File: src/rtl/alu_sub16_serial.sv
// -----------------------------------------------------------------------------
// alu_sub16_serial
//
// Digit-serial unsigned subtractor. It computes out = a - b (mod 2^WIDTH) as
// a + ~b + 1. It works on DIGIT bits per clock, least-significant digit first,
// so a full operation takes N = WIDTH/DIGIT clocks. It is the low-area partner
// of the combinational ALU adder. A start/busy/done handshake sequences it.
//
// Ports
//   clk     rising-edge clock
//   rst_n   asynchronous active-low reset
//   start   request; sampled only while idle (busy=0)
//   a, b    minuend / subtrahend, captured on the accepting edge
//   busy    operation in progress
//   done    one-cycle pulse when out/borrow/zero are updated
//   out     difference a - b mod 2^WIDTH (held until the next completion)
//   borrow  1 iff a < b (unsigned), i.e. the inverted final carry
//   zero    1 iff out == 0
//
// DIGIT must divide WIDTH.
// -----------------------------------------------------------------------------
module alu_sub16_serial #(
  parameter int WIDTH = 16,
  parameter int DIGIT = 1
) (
  input  logic             clk,
  input  logic             rst_n,
  input  logic             start,
  input  logic [WIDTH-1:0] a,
  input  logic [WIDTH-1:0] b,
  output logic             busy,
  output logic             done,
  output logic [WIDTH-1:0] out,
  output logic             borrow,
  output logic             zero
);

  localparam int N     = WIDTH / DIGIT;
  localparam int CNT_W = (N > 1) ? $clog2(N) : 1;
  localparam logic [CNT_W-1:0] CNT_LAST = CNT_W'(N - 1);

  localparam logic [0:0] ST_IDLE = 1'b0;
  localparam logic [0:0] ST_RUN  = 1'b1;

  logic [0:0]       state_q,  state_d;
  logic [CNT_W-1:0] cnt_q,    cnt_d;
  logic [WIDTH-1:0] a_q,      a_d;
  logic [WIDTH-1:0] nb_q,     nb_d;     // inverted subtrahend
  logic             carry_q,  carry_d;
  logic [WIDTH-1:0] res_q,    res_d;    // result shift register
  logic [WIDTH-1:0] out_q,    out_d;
  logic             borrow_q, borrow_d;
  logic             zero_q,   zero_d;
  logic             done_q,   done_d;

  logic [DIGIT-1:0] dig_sum;
  logic             dig_cout;
  logic [WIDTH-1:0] res_shift;

  // Ripple chain of DIGIT full-adder cells on the current low digit.
  always_comb begin
    logic c;
    dig_sum = '0;
    c       = carry_q;
    for (int i = 0; i < DIGIT; i++) begin
      dig_sum[i] = a_q[i] ^ nb_q[i] ^ c;
      c          = (a_q[i] & nb_q[i]) | (c & (a_q[i] ^ nb_q[i]));
    end
    dig_cout = c;
  end

  // New digit enters at the MSB side. After N shifts the first digit sits at
  // the LSB position. Shift form keeps this legal when DIGIT == WIDTH.
  assign res_shift = (res_q >> DIGIT) | (WIDTH'(dig_sum) << (WIDTH - DIGIT));

  always_comb begin
    state_d  = state_q;
    cnt_d    = cnt_q;
    a_d      = a_q;
    nb_d     = nb_q;
    carry_d  = carry_q;
    res_d    = res_q;
    out_d    = out_q;
    borrow_d = borrow_q;
    zero_d   = zero_q;
    done_d   = 1'b0;

    case (state_q)
      ST_IDLE: begin
        if (start) begin
          state_d = ST_RUN;
          a_d     = a;
          nb_d    = ~b;
          carry_d = 1'b1;           // the +1 of the two's complement
          res_d   = '0;
          cnt_d   = '0;
        end
      end
      ST_RUN: begin
        a_d     = a_q >> DIGIT;
        nb_d    = nb_q >> DIGIT;
        carry_d = dig_cout;
        res_d   = res_shift;
        cnt_d   = cnt_q + CNT_W'(1);
        if (cnt_q == CNT_LAST) begin
          state_d  = ST_IDLE;
          out_d    = res_shift;
          borrow_d = ~dig_cout;
          zero_d   = (res_shift == '0);
          done_d   = 1'b1;
        end
      end
      default: state_d = ST_IDLE;
    endcase
  end

  always_ff @(posedge clk or negedge rst_n) begin
    if (!rst_n) begin
      state_q  <= ST_IDLE;
      cnt_q    <= '0;
      a_q      <= '0;
      nb_q     <= '0;
      carry_q  <= 1'b0;
      res_q    <= '0;
      out_q    <= '0;
      borrow_q <= 1'b0;
      zero_q   <= 1'b0;
      done_q   <= 1'b0;
    end else begin
      state_q  <= state_d;
      cnt_q    <= cnt_d;
      a_q      <= a_d;
      nb_q     <= nb_d;
      carry_q  <= carry_d;
      res_q    <= res_d;
      out_q    <= out_d;
      borrow_q <= borrow_d;
      zero_q   <= zero_d;
      done_q   <= done_d;
    end
  end

  assign busy   = (state_q == ST_RUN);
  assign done   = done_q;
  assign out    = out_q;
  assign borrow = borrow_q;
  assign zero   = zero_q;

endmodule

File: config.mk
export PLATFORM = sky130hd
export DESIGN_NAME = alu_sub16_serial
export DESIGN_NICKNAME = d
export VERILOG_FILES = /design/src/rtl/alu_sub16_serial.sv
export SDC_FILE = /design/constraint.sdc
export NUM_CORES = 1
export LEC_CHECK = 0
export ABC_AREA = 1
export CORE_MARGIN = 5
export CORE_UTILIZATION = 30
export CTS_BUF_LIST = sky130_fd_sc_hd__clkbuf_2 sky130_fd_sc_hd__clkbuf_4 sky130_fd_sc_hd__clkbuf_8
export CTS_CLUSTER_SIZE = 16
export DETAILED_ROUTE_END_ITERATION = 10
export SLEW_MARGIN = 5
export SYNTH_ARGS = -nofsm -noshare
export SYNTH_HDL_FRONTEND = slang
export SYNTH_SLANG_ARGS = --single-unit
File: constraint.sdc
create_clock -name clk -period 3.8 [get_ports clk]
set_input_delay 0.38 -clock clk [delete_from_list [all_inputs] [get_ports clk]]
set_output_delay 0.38 -clock clk [all_outputs]
set_load 0.01 [all_outputs]
==> results_dict.tcl, run 1 <==
set metrics [dict create \
    status "completed" \
    ys_ff_latch 72 \
    relSlewSlack_pct 27.0 \
    drtIter0Drc 128 \
    drive_above_1_share_pct 11.8 \
    insertion_delay_ns 0.34 \
    place_congestion 0.714 \
    yosysMostFrequentCell "nand2_1" \
    syn2layout_area_growth_pct 27.4 \
    rsz0062_at_grt "false" \
    wl_per_cell_um 12.5 \
    hpwl_um 4130 \
    die_h_um 110 \
    r2r.worst_path.cells 6 \
    yosysUniqueCellTypes 25 \
    fin_ws_ns 1.30 \
    die_w_um 110 \
    grt_pass1_vias 2107 \
    nNetsFinal 380 \
    antenna_found_initial 0 \
    synthCells 292 \
    fin_crit_sh_pct 65.8 \
    drt_wl_total_um 6020 \
    worst_pin_slew_ns 1.09 \
    p_int_uw 1900 \
    coreArea_um2 9770 \
    cts_tree "done" \
    p_per_area_nw_per_um2 759 \
    via_per_inst 4.48 \
    crit_fanout 28 \
    dieArea_um2 12100 \
    synth_area_leaders "dfrtp_1, nand2_1, o21ai_2" \
    yosysWarnings 0 \
    ant_nets 0 \
    firstDrtPassIters 4 \
    slowest_delay_ns 1.07 \
    async_flop_share_pct 100 \
    crit_arrival_ns 2.12 \
    postCtsSetupBuffers 0 \
    cts_made_buffers 9 \
    numClockSinks 72 \
    hold_violations 0 \
    cp.depth 1 \
    grt_max_degree 73 \
    fin_skew_ns 0.00850 \
    switching_power_uw 1010 \
    worstSetupPathType "reg -> out" \
    cp_num_buf_inv 1 \
    synth_edf_count 0 \
    synth_common_cells "nand2_1, dfrtp_1, inv_1" \
    rows 36 \
    grt.overflow.total 0 \
    start_util_pct 30.8 \
    drc 0 \
    endpoint_kind "output pin" \
    max-vdd-ir-drop_uv 264 \
    worstSetupStartpointType "register" \
    port_buffers 54 \
    ys_seq_area_share_pct 59.9 \
    finalCriticalPeriod_ns 2.50 \
    path_cells "clkdlybuf4s50_1" \
    fmaxAchievable_ghz 0.400 \
    synth_top_area_cell "dfrtp_1" \
    switching_share_pct 34.6 \
    cp_top_family "flip-flops" \
    h-tree-depth 3 \
    crit_required_ns 3.42 \
    cts_hold_buffers 0 \
    drv_slew 0 \
    antenna_cells 0 \
    synthFlopType "dfrtp_1" \
    tns_ns 0 \
    dp.cells 465 \
    synth_area_um2 3010 \
    slowest_stage "dfrtp_1" \
    cts_root_buf "clkbuf_8" \
    dp_slack_ns 1.64 \
    via_count 2154 \
    path_clk_slew_ns 0.08 \
    post_cts_resized 0 \
    leakagePower_uw 0.00170 \
    p_clk_share_pct 22.9 \
    syn_nets 329 \
    hp-class "in -> async" \
    combPwrFrac_pct 34.4 \
    ios 55 \
    timing.max_cap.violations 0 \
    grtUsageTotal_pct 10.8 \
    avgSynthCellArea_um2 10.3 \
    grt_pass1_wl_um 10100 \
    p_seq_share_pct 42.7 \
    cts_buffer_depth 2 \
    yosys.area.top_type_share_pct 59.9 \
    setup_violations 0 \
    instances_no_fill 481 \
]
-- placed cells by master, fill, tap and decap left out --
| cell | instances |
|---|---|
| o211ai_1 | 14 |
| nor2_4 | 1 |
| o21ai_1 | 1 |
| o21ai_0 | 8 |
| clkinvlp_4 | 2 |
| a22o_1 | 1 |
| inv_1 | 32 |
| o21ai_2 | 15 |
| a21oi_1 | 1 |
| ha_1 | 1 |
| clkbuf_8 | 10 |
| nand2_1 | 79 |
| nand2_4 | 3 |
| fa_1 | 1 |
| a22oi_1 | 6 |
| buf_4 | 1 |
| nor2_1 | 11 |
| nand3_1 | 3 |
| clkdlybuf4s50_1 | 53 |
| nand4_1 | 1 |
| inv_2 | 2 |
| nor2_8 | 1 |
| clkinv_2 | 1 |
| dfrtp_1 | 72 |
| inv_4 | 2 |
| bufinv_16 | 2 |
| o22ai_1 | 14 |
| clkbuf_4 | 1 |
| o221ai_1 | 9 |
-- per-layer routing --
layer,global-route usage (%),wire length (um)
met5,0,0
met4,3.17,58
met3,4.60,429
met2,15.6,2610
met1,14.7,2910
-- per-stage QoR --
| step | total power [uW] | instance area, um2 | util [%] | hold WS, ns |
|---|---|---|---|---|
| final | 2910 | 3830 | 39.2 | 0.152 |
| after detailed placement | 2280 | 3610 | 36.9 | 0.466 |
| after global placement | 2250 | 3610 | 36.9 | 0.464 |
| after global routing | 3140 | 3830 | 39.2 | 0.226 |
| after floorplan | 1950 | 3010 | - | 0.0844 |
| after CTS | 2960 | 3830 | 39.2 | 0.185 |
-- kinds of logic (layout without fill, tap and decap cells) --
logic type / Yosys count / count (layout) / share of synthesized area [%]
fa+ha+maj: 2 / 2 / 1.08
buf+inv: 50 / 106 / 8.15
simple gates: 99 / 99 / 14.1
compound gates: 69 / 69 / 16.8
flops: 72 / 72 / 59.9
-- final timing paths --
path / startpoint / endpoint / slack (ns)
setup / recovery: busy$_DFF_PN0_ / busy / 1.30
hold / removal: rst_n / out[10]$_DFFE_PN0P_ / 0.15
setup reg to reg: busy$_DFF_PN0_ / cnt_q[3]$_DFFE_PN0P_ / 1.66
hold reg to reg: zero$_DFFE_PN0P_ / zero$_DFFE_PN0P_ / 0.48
max in group asynchronous: rst_n / a_q[0]$_DFFE_PN0P_ / 3.05
min in group clk: zero$_DFFE_PN0P_ / zero$_DFFE_PN0P_ / 0.48
-- sequential cells by signal (all words and copies together), names as in the netlist --
| name | count |
|---|---|
| borrow | 1 |
| cnt_q | 4 |
| a_q | 16 |
| out | 16 |
| res_q | 15 |
| zero | 1 |
| done | 1 |
| nb_q | 16 |
| busy | 1 |
| carry_q | 1 |
-- power by group through the flow --
stage                     sequential, uW  clock [uW]  combinational (uW)
final                               1240         667                1000
after global routing                1280         729                1130
after CTS                           1240         687                1030
after detailed placement            1260           0                1020
after global placement              1250           0                 999
after floorplan                     1220           0                 724
-- final cells by class --
type	count	area, um2
Clock buffer	11	145
Clock inverter	5	80.1
Fill cell	997	5940
Inverter	36	140
Multi-Input combinational cell	170	963
Sequential cell	72	1800
Tap cell	133	166
Timing Repair Buffer	54	538
Power figures use the tool's default switching activity.
==> inputs of run 2 (changes only) <==
clock period = 2.38 ns   (was 3.8 ns; I/O delays follow)
==> results_dict.tcl, run 2 (same netlist as run 1, synthesis figures left out) <==
set metrics [dict create \
    h-tree-depth 3 \
    fin_crit_sh_pct 84.2 \
    status "completed" \
    rsz0062_at_grt "false" \
    drive_above_1_share_pct 12.0 \
    slowest_delay_ns 0.75 \
    cts_made_buffers 9 \
    start_util_pct 30.8 \
    via_count 2163 \
    via_per_inst 4.49 \
    die_h_um 110 \
    cts_tree "done" \
    syn2layout_area_growth_pct 26.7 \
    grt.overflow.total 0 \
    crit_start "busy$_DFF_PN0_" \
    multiInputGateArea_um2 963 \
    drv_slew 0 \
    cp_top_family "flip-flops" \
    crit_fanout 14 \
    tns_ns 0 \
    firstDrtPassIters 4 \
    drt_wl_total_um 6140 \
    grt_pass1_vias 2246 \
    slowest_stage "dfrtp_1" \
    antenna_found_initial 0 \
    path_clk_slew_ns 0.07 \
    post_cts_resized 0 \
    path_cells "clkdlybuf4s50_1" \
    setup_violations 0 \
    hpwl_um 4240 \
    cp_num_buf_inv 1 \
    rows 36 \
    cts_buffer_depth 2 \
    fmaxAchievable_ghz 0.499 \
    crit_arrival_ns 1.77 \
    numClockSinks 72 \
    final_common_cell "nand2_1" \
    worstSetupStartpointType "register" \
    max-vdd-ir-drop_uv 388 \
    postCtsSetupBuffers 0 \
    final_cell_mix "nand2_1, dfrtp_1, clkdlybuf4s50_1" \
    worst_pin_slew_ns 0.890 \
    place_congestion 0.752 \
    port_buffers 54 \
    nNetsFinal 382 \
    drc 0 \
    grtUsageTotal_pct 11.4 \
    worstSetupPathType "reg -> out" \
    endpoint_kind "output pin" \
    ios 55 \
    grt_max_degree 73 \
    wl_per_cell_um 12.7 \
    insertion_delay_ns 0.34 \
    ant_nets 0 \
    dieArea_um2 12100 \
    leakagePower_uw 0.00170 \
    rr_endpoint "a_q[7]$_DFFE_PN0P_" \
    r2r.worst_path.cells 5 \
    die_w_um 110 \
    final_util_pct 39.0 \
    drtIter0Drc 145 \
    grt_pass1_wl_um 10800 \
    finalCriticalPeriod_ns 2.01 \
    cp-endpoint "busy" \
    coreArea_um2 9770 \
    hold_violations 0 \
    seq_area_um2 1800 \
    relSlewSlack_pct 40.6 \
    timing.max_cap.violations 0 \
    cp.depth 1 \
    fin_skew_ns 0.00766 \
    rrSetupSlack_ns 0.63 \
    cts_hold_buffers 0 \
    reg2reg_from "busy$_DFF_PN0_" \
    crit_required_ns 2.14 \
    cts_root_buf "clkbuf_8" \
    antenna_cells 0 \
    holdWs_ns 0.0180 \
    p_per_area_nw_per_um2 1190 \
    hp-class "in -> async" \
    fill_cells 993 \
]
-- run 2: power by group --
part           switching (uW)  internal, uW  leakage (uW)
sequential                263          1680      0.000938
clock                     424           513      0.000102
combinational             914           744      0.000658
-- run 2: worst min-delay path by stage --
stage / from / to / slack, ns / depth (start not counted)
after floorplan: rst_n / a_q[0]$_DFFE_PN0P_ / -0.06 / 0
after detailed placement: rst_n / out[9]$_DFFE_PN0P_ / 0.43 / 1
after global placement: rst_n / out[9]$_DFFE_PN0P_ / 0.42 / 1
after global routing: rst_n / out[10]$_DFFE_PN0P_ / 0.08 / 1
after CTS: rst_n / out[9]$_DFFE_PN0P_ / 0.05 / 1
final: rst_n / out[10]$_DFFE_PN0P_ / 0.02 / 1
-- run 2: final cells by class --
cell class / count / area share (%)
tap: 133 / 4.36
sequential: 72 / 47.2
inverter: 36 / 3.67
clock buffer: 11 / 3.80
multi-input combinational: 170 / 25.3
clock inverter: 4 / 1.18
timing repair buffer: 56 / 14.5
-- run 2: stage by stage --
| step | instance area [um2] | worst slack (ns) | cells | power (uW) |
|---|---|---|---|---|
| final | 3810 | 0.375 | 482 | 4540 |
| after global routing | 3810 | 0.251 | 482 | 4930 |
| after CTS | 3810 | 0.316 | 482 | 4620 |
| after detailed placement | 3620 | 0.619 | 467 | 3660 |
| after global placement | 3620 | 0.624 | 467 | 3630 |
| after floorplan | 3010 | 1.03 | 292 | 3110 |
-- run 2: metal layers --
metal	share of wire, %	GRT usage, %
met4	1.4	2.64
met1	47	15.0
met3	6.6	5.18
met2	45	17.3
met5	0	0
-- run 2: worst reg2reg max path, stage by stage (launching register included) --
cell      delay, ns
dfrtp_1        0.75
inv_4          0.25
nand2_4        0.27
inv_4          0.13
nand2_1        0.09
o221ai_1       0.12
